--- config.mk ---
export PLATFORM = sky130hd
export DESIGN_NAME = cam_init_sequencer
export DESIGN_NICKNAME = d
export VERILOG_FILES = /design/src/rtl/cam_init_sequencer.sv
export SDC_FILE = /design/constraint.sdc
export NUM_CORES = 1
export LEC_CHECK = 0
export BUFFER_PORTS_ARGS = -buffer_cell sky130_fd_sc_hd__buf_2
export CORE_MARGIN = 1
export CORE_UTILIZATION = 61
export DETAILED_ROUTE_END_ITERATION = 7
export PLACE_DENSITY = 0.91
export SLEW_MARGIN = 20
export SYNTH_ARGS = -nofsm -noshare
export SYNTH_HDL_FRONTEND = slang
export SYNTH_SLANG_ARGS = --single-unit
--- constraint.sdc ---
create_clock -name clk -period 4.7 [get_ports clk]
set_clock_uncertainty 0.2 [all_clocks]
set_input_delay 0.94 -clock clk [delete_from_list [all_inputs] [get_ports clk]]
set_output_delay 0.94 -clock clk [all_outputs]
set_load 0.005 [all_outputs]
--- src/rtl/cam_init_sequencer.sv ---
// Walks a camera register-init table in ROM and issues one SCCB write per entry, with ms delays and end marker.
// Optional build macro CAM_INIT_RETRY_EN: retry a timed-out write up to twice before flagging an error.
module cam_init_sequencer #(
    parameter logic [6:0] SLAVE_ADDR     = 7'h21,
    parameter int         ADDR_W         = 8,
    parameter int         GAP_CYCLES     = 16,
    parameter int         TIMEOUT_CYCLES = 4096,
    parameter int         MS_CYCLES      = 25000
) (
    input  logic              clk,
    input  logic              reset,
    input  logic              go,
    output logic [ADDR_W-1:0] rom_addr,
    input  logic [15:0]       rom_data,
    output logic              sccb_start,
    output logic [6:0]        sccb_slave_addr,
    output logic [7:0]        sccb_reg_addr,
    output logic [7:0]        sccb_data,
    output logic              sccb_rw,
    input  logic              sccb_done,
    output logic              busy,
    output logic              init_done,
    output logic              error
);

    // One shared counter serves the timeout, the gap and the ms delay; it must hold 255 ms worth of cycles.
    localparam int DLY_W = 8 + $clog2(MS_CYCLES);
    localparam int TMO_W = $clog2(TIMEOUT_CYCLES + GAP_CYCLES) + 1;
    localparam int CNT_W = (DLY_W > TMO_W) ? DLY_W : TMO_W;

    localparam logic [CNT_W-1:0]  TMO_LAST  = CNT_W'(TIMEOUT_CYCLES - 1);
    localparam logic [CNT_W-1:0]  GAP_LAST  = CNT_W'(GAP_CYCLES - 1);
    localparam logic [CNT_W-1:0]  MS        = CNT_W'(MS_CYCLES);
    localparam logic [ADDR_W-1:0] LAST_ADDR = '1;

    typedef enum logic [3:0] {
        IDLE, FETCH, DECODE, ISSUE, WAIT_DONE, GAP, DELAY, DONE, ERR
    } state_t;

    state_t            state, state_nxt;
    logic [ADDR_W-1:0] addr_nxt;
    logic [CNT_W-1:0]  cnt, cnt_nxt;
    logic [7:0]        reg_nxt, dat_nxt;
    logic              adv;
`ifdef CAM_INIT_RETRY_EN
    logic [1:0]        retry, retry_nxt;
`endif

    always_ff @(posedge clk) begin
        if (reset) begin
            state         <= IDLE;
            rom_addr      <= '0;
            cnt           <= '0;
            sccb_reg_addr <= '0;
            sccb_data     <= '0;
`ifdef CAM_INIT_RETRY_EN
            retry         <= '0;
`endif
        end else begin
            state         <= state_nxt;
            rom_addr      <= addr_nxt;
            cnt           <= cnt_nxt;
            sccb_reg_addr <= reg_nxt;
            sccb_data     <= dat_nxt;
`ifdef CAM_INIT_RETRY_EN
            retry         <= retry_nxt;
`endif
        end
    end

    always_comb begin
        state_nxt = state;
        addr_nxt  = rom_addr;
        cnt_nxt   = cnt;
        reg_nxt   = sccb_reg_addr;
        dat_nxt   = sccb_data;
        adv       = 1'b0;
`ifdef CAM_INIT_RETRY_EN
        retry_nxt = retry;
`endif
        case (state)
            IDLE, DONE, ERR: begin
                if (go) begin
                    state_nxt = FETCH;
                    addr_nxt  = '0;
`ifdef CAM_INIT_RETRY_EN
                    retry_nxt = '0;
`endif
                end
            end
            FETCH: state_nxt = DECODE;
            DECODE: begin
                if (rom_data[15:8] == 8'hFF) begin
                    state_nxt = DONE;
                end else if (rom_data[15:8] == 8'hFE) begin
                    if (rom_data[7:0] == 8'h00) begin
                        adv = 1'b1;
                    end else begin
                        cnt_nxt   = CNT_W'(rom_data[7:0]) * MS;
                        state_nxt = DELAY;
                    end
                end else begin
                    reg_nxt   = rom_data[15:8];
                    dat_nxt   = rom_data[7:0];
                    state_nxt = ISSUE;
                end
            end
            ISSUE: begin
                cnt_nxt   = '0;
                state_nxt = WAIT_DONE;
            end
            WAIT_DONE: begin
                // done in the expiry cycle still counts as success
                if (sccb_done) begin
                    cnt_nxt   = '0;
                    state_nxt = GAP;
`ifdef CAM_INIT_RETRY_EN
                    retry_nxt = '0;
`endif
                end else if (cnt == TMO_LAST) begin
`ifdef CAM_INIT_RETRY_EN
                    if (retry == 2'd2) begin
                        state_nxt = ERR;
                    end else begin
                        retry_nxt = retry + 2'd1;
                        state_nxt = ISSUE;
                    end
`else
                    state_nxt = ERR;
`endif
                end else begin
                    cnt_nxt = cnt + CNT_W'(1);
                end
            end
            GAP: begin
                if (cnt == GAP_LAST) adv = 1'b1;
                else                 cnt_nxt = cnt + CNT_W'(1);
            end
            DELAY: begin
                if (cnt == CNT_W'(1)) adv = 1'b1;
                else                  cnt_nxt = cnt - CNT_W'(1);
            end
            default: state_nxt = IDLE;
        endcase

        // No wrap: a table without an end marker finishes after its last slot.
        if (adv) begin
            if (rom_addr == LAST_ADDR) begin
                state_nxt = DONE;
            end else begin
                addr_nxt  = rom_addr + ADDR_W'(1);
                state_nxt = FETCH;
            end
        end
    end

    assign sccb_start      = (state == ISSUE);
    assign sccb_slave_addr = SLAVE_ADDR;
    assign sccb_rw         = 1'b0;
    assign busy            = !(state == IDLE || state == DONE || state == ERR);
    assign init_done       = (state == DONE);
    assign error           = (state == ERR);

endmodule
# Word level (Yosys, flattened, before mapping)
# Index checks and enable logic that the tools add are counted.
# Widths: inputs -> output; s select.
[word_totals] output_inout_bits=36 regBits=51 word_cells=73 inputBits=20
[op_classes] mul=1 n_bitwise=2 n_reduce_logical=11 addsub=3 eq_ne=24 mux=27
[op_table] operator="$mux 23" n=7
[op_table] operator="$pmux 23 s5" n=1
[op_table] operator="$mux 8" n=4
[op_table] operator="$mux 4" n=7
[op_table] operator="$eq 8x8->1 const B" n=3
[op_table] operator="$pmux 4 s6" n=1
[op_table] operator="$add 23x1->23 const B" n=1
[op_table] operator="$eq 23x1->1 const B" n=1
[op_table] operator="$eq 23x12->1 const B" n=1
[op_table] operator="$eq 23x4->1 const B" n=1
[op_table] operator="$sub 23x1->23 const B" n=1
[op_table] operator="$mul 8x12->20 const B" n=1
[op_table] operator="$eq 4x3->1 const B" n=4
[op_table] operator="$ne 2x2->1 const B" n=5
[op_table] operator="$add 8x1->8 const B" n=1
[op_table] operator="$eq 4x2->1 const B" n=2
[op_table] operator="$logic_not 8->1" n=1
[op_table] operator="$reduce_and 7->1" n=1
[op_table] operator="$ne 3x3->1 const B" n=2
[op_table] operator="$mux 1" n=5
[op_table] operator="$ne 5x5->1 const B" n=1
[op_table] operator="$reduce_bool 5->1" n=1
[op_table] operator="$eq 4x1->1 const B" n=1
[op_table] operator="$eq 4x4->1 const B" n=1
[op_table] operator="12 further kinds" n=14

# Longest topological paths before layout
[logic_depth] word_depth=7 mapped_depth=14 ltp_nobuf=13

# Least setup slack after synthesis
# Ideal clock, no wire load.
[synth_path] kind="input to register" start="in rom_data[2]" end="reg cnt[17]" t_required_ns=4.377 setup_time_ns=0.123 cell_stages=13 slack_ns=0.287 path_buffers=0 arrival_ns=4.091 path_cell_list="ha_1 -> ha_1 -> inv_1 -> fa_1 -> inv_1 -> fa_1 -> ha_1 -> nor2b_1 -> o211ai_1 -> a2bb2oi_1 -> a2111o_1 -> a22oi_1 -> a21oi_1"
[synth_via] elab_chain_len=5 elab_cells_between_ends=8 cone_classes="1 x mul; 1 x eq/ne; 4 x mux; 2 x reduce/logical"
[synth_lines] element="start: declaration" line_no="14" text="input logic [15:0] rom_data,"
[synth_lines] element="$mul 8x12->20" line_no="99" text="cnt_nxt = CNT_W'(rom_data[7:0]) * MS;"
[synth_lines] element="$mux 23" line_no="96" text="if (rom_data[7:0] == 8'h00) begin"
[synth_lines] element="$mux 23" line_no="95" text="end else if (rom_data[15:8] == 8'hFE) begin"
[synth_lines] element="$mux 23" line_no="93" text="if (rom_data[15:8] == 8'hFF) begin"
[synth_lines] element="$pmux 23 s5" line_no="81" text="case (state)"
[synth_lines] element="end signal: assignment" line_no="62" text="cnt <= cnt_nxt;"
[synth_lines] element="end: declaration" line_no="42" text="logic [CNT_W-1:0] cnt, cnt_nxt;"
# Parallel ways exist; a longest one is shown, timed or not. The select of a mux whose other input is x is not followed.
# A chain may end at the register's enable or synchronous reset.

# Worst setup path after layout
[layout_path] start="in rom_data[4]" end="reg cnt[19]"
# Same word-level chain as after synthesis.

==> impl_summary.log <==
INFO  metric status = finished, final reports clean
INFO  metric initial_util = 63.5%
INFO  metric detail_route.vias_per_cell = 6.74
INFO  metric port_buffers = 47
INFO  metric p_sw = 1.44 mW
INFO  metric total_grt_overflow = 0
INFO  metric io-pin-count = 56
INFO  metric fin_ws = 155 ps
INFO  metric core.rowCount = 33
INFO  metric power.density_cell_area = 505 mW/mm^2
INFO  metric dp_worst_setup_slack = -171 ps
INFO  metric synth.avg_cell_area = 7.68 sq um
INFO  metric timing.max_cap.violations = 0
INFO  metric synth_top_cells_by_count = 72 x nand2_1, 60 x ha_1, 59 x a21oi_1
INFO  metric finalSetupViolations = 0
INFO  metric slew_violations = 0
INFO  metric syn_inst = 686
INFO  metric synth.most_common_cell = nand2_1
INFO  metric crit_path_max_fanout = 4
INFO  metric groute.usage.overall = 31.8%
INFO  metric synth_warnings = 0
INFO  metric synth_cell_types = 75
INFO  metric synth_largest_type_area_fraction = 19.4%
INFO  metric drt-wirelength-per-cell = 17.7 um
INFO  metric worst-r2r-setup-slack = 1530 ps
INFO  metric grt_start_max_net_pins = 41
INFO  metric cts.htree.levels = 2
INFO  metric worst_path_largest_cell_delay = 510 ps
INFO  metric drt_pass1_iterations = 6
INFO  metric timing.critical_path.from_type = primary input
INFO  metric power.combinational.fraction = 64.5%
INFO  metric clk_transition_reported_paths = 110 ps
INFO  metric synth_enable_flop_cells = 0
INFO  metric cts.sinks = 51
INFO  metric timing.critical_path.to_type = flop
INFO  metric cp_data_arrival_time = 4550 ps
INFO  metric hold_viol = 0
INFO  metric crit_family = adder cells
INFO  metric cell_total_after_placement = 797
INFO  metric post-dp-hpwl = 10400 um
INFO  metric layout-drive-gt1-share = 12.3%
INFO  metric clock_tree_from_tritoncts = yes
INFO  metric clk_latency_worst_skew_pair = 320 ps
INFO  metric first_global_vias = 4762
INFO  metric postSynth.asyncResetShare = 0%
INFO  metric netlist_top_cells_area = dfxtp_1 19%, ha_1 14%, a21oi_1 5.6%, nand2_1 5.1%, fa_1 4.6%
INFO  metric core_area = 0.00830 sq mm
INFO  metric multiInputGateArea = 0.00393 sq mm
INFO  metric detail_route.iter0.violations = 586
INFO  metric layout.core_utilization = 67.3%
INFO  metric worst_hold_path_type = flop to flop
INFO  metric dr_total_vias = 5423
INFO  metric max-vdd-ir-drop = 0.227 mV
INFO  metric ctsRootBufferMaster = clkbuf_8
INFO  metric synth.ff_latch_count = 51
INFO  metric antenna_violating_nets_post_route = 0
INFO  metric seq_power_share = 25.2%
INFO  metric final_layout_worst_hold_slack = 265 ps
INFO  metric cts.hold.buffers_added = 0
INFO  metric achievable-frequency = 220 MHz
INFO  metric intPower = 1.38 mW
INFO  metric design.final.nets = 791
INFO  metric n_fill_cell = 673
INFO  metric globalplace.congestion = 0.942
INFO  metric critical-path-slowest-cell = fa_1
INFO  metric layout_worst_path_cycle_share = 96.7%
INFO  metric synth-main-ff-cell = dfxtp_1
INFO  metric cts_made_buffers = 5
INFO  metric net_switching_fraction_of_the_power = 51.0%
INFO  metric layout.area.seq = 0.00102 sq mm
INFO  metric growth_of_design_area_from_synthesis_to_finish = 5.99%
INFO  metric timing_worst_setup_path_type = primary input to flop
INFO  metric cells_along_the_critical_path = buf_2 > ha_1 > ha_1 > inv_1 > fa_1 > inv_1 > fa_1 > ha_1 > nor2b_1 > o211ai_1 > a21oi_1 > o41ai_2 > mux2i_1 > a21oi_1
INFO  metric grt_antenna_before_repair = 0
INFO  metric yosys.area.top_type = dfxtp_1
INFO  metric die_area = 0.00901 sq mm
INFO  metric floorplan.die.width = 94.9 um
INFO  metric cts_buffer_depth = 2
INFO  metric required = 4700 ps
INFO  metric fin_crit = 4550 ps
INFO  metric register_area_share_after_synthesis = 19.4%
INFO  metric wl = 14200 um
INFO  metric die_y = 94.9 um
INFO  metric syn-cell-area = 0.00527 sq mm
INFO  metric antenna_cells = 0
INFO  metric global_route_wire_length_before_repair = 22700 um
INFO  metric worst-slew-pin-transition = 1050 ps
INFO  metric critPathBufInv = 3
INFO  metric stdcell_count = 805
INFO  metric timing.critical_path.mode_cell = ha_1
INFO  metric static-leakage-power = 2.35 nW
INFO  metric timing.max_slew.rel_slack = 29.0%
INFO  metric power.clock.fraction = 10.3%
INFO  metric drc_errors = 0
INFO  metric rsz0062_at_grt = false
-- power by group through the flow --
| stage | clock network, mW | registers [mW] | logic, mW |
|---|---|---|---|
| after floorplan | 0 | 0.598 | 1.44 |
| after global routing | 0.310 | 0.729 | 1.98 |
| after detailed placement | 0 | 0.713 | 1.75 |
| after CTS | 0.289 | 0.704 | 1.76 |
| after global placement | 0 | 0.706 | 1.69 |
| final | 0.289 | 0.712 | 1.82 |
-- cell usage in the layout, fill, tap and decap left out, types with 9 or more instances in the layout --
cell       n
nand3_1   33
fa_1      12
a21oi_1   59
a221oi_1  10
nand2_1   72
xor2_1     9
ha_1      60
and3_1     9
dfxtp_1   51
o21ai_0   41
nor3_1    18
inv_1     25
buf_2     47
buf_4     10
nand4_1   13
or3_1      9
xnor2_1   13
nor2_1    44
-- worst register-to-register path, stage by stage, from the launching register on --
cell and delay [ps]:
dfxtp_1 610, nor2b_1 320, a21o_1 520, o22a_1 900, o31ai_1 200, a221oi_1 320
-- path summary, 6_finish.rpt --
kind / from / endpoint / cells after the start
max reg2reg: state[2] / cnt[11] / 5
max: rom_data[4] / cnt[19] / 14
min reg2reg: sccb_reg_addr[6] / sccb_reg_addr[6] / 2
min: sccb_reg_addr[6] / sccb_reg_addr[6] / 2
-- logic make-up after synthesis --
| logic type | after synthesis | synth area share (%) |
|---|---|---|
| DFF | 51 | 19.4 |
| muxes | 7 | 1.35 |
| AOI/OAI and AO/OA | 189 | 23.2 |
| and+or+nand+nor | 261 | 26.4 |
| adders and majority gates | 72 | 18.8 |
| other | 2 | 0.143 |
| xor gates and xnor gates | 22 | 3.66 |
| buffers and inverters | 82 | 6.96 |
-- metal layers --
layer / routed length [um] / share of wire, % / GRT usage (%) / vias up
li1: - / - / - / 2549
met1: 5860 / 41 / 43.8 / 2494
met2: 6660 / 47 / 49.7 / 305
met3: 1300 / 9.1 / 5.56 / 75
met4: 420 / 3.0 / 10.9 / 0
met5: 0 / 0 / 0 / -
-- sequential cells by signal (all words and copies together), names as in the netlist --
signal,cells
cnt,23
state,4
sccb_reg_addr,8
sccb_data,8
rom_addr,8
-- stage by stage --
stage               power (mW)  setup TNS [ps]  area (sq um)
detailed placement        2.46            -487          5470
global placement          2.40               0          5470
floorplan                 2.04               0          5290
finish                    2.82               0          5580
global route              3.02               0          5580
CTS                       2.76               0          5570
-- final cells by class --
cell class              count  area share [%]
inverters                  25            1.68
multi-input cells         559            70.4
repair buffers             57            5.56
well taps                 105            2.35
flip-flops and latches     51            18.3
clock inverters             3           0.516
clock buffers               5            1.23
-- what timing repair did --
item / 4_1_cts / 5_1_grt
endpoints found under the setup margin: 0 / 2
resized for setup: 0 / 2
setup buffers: 0 / 0
(Power assumes the default switching activity.)
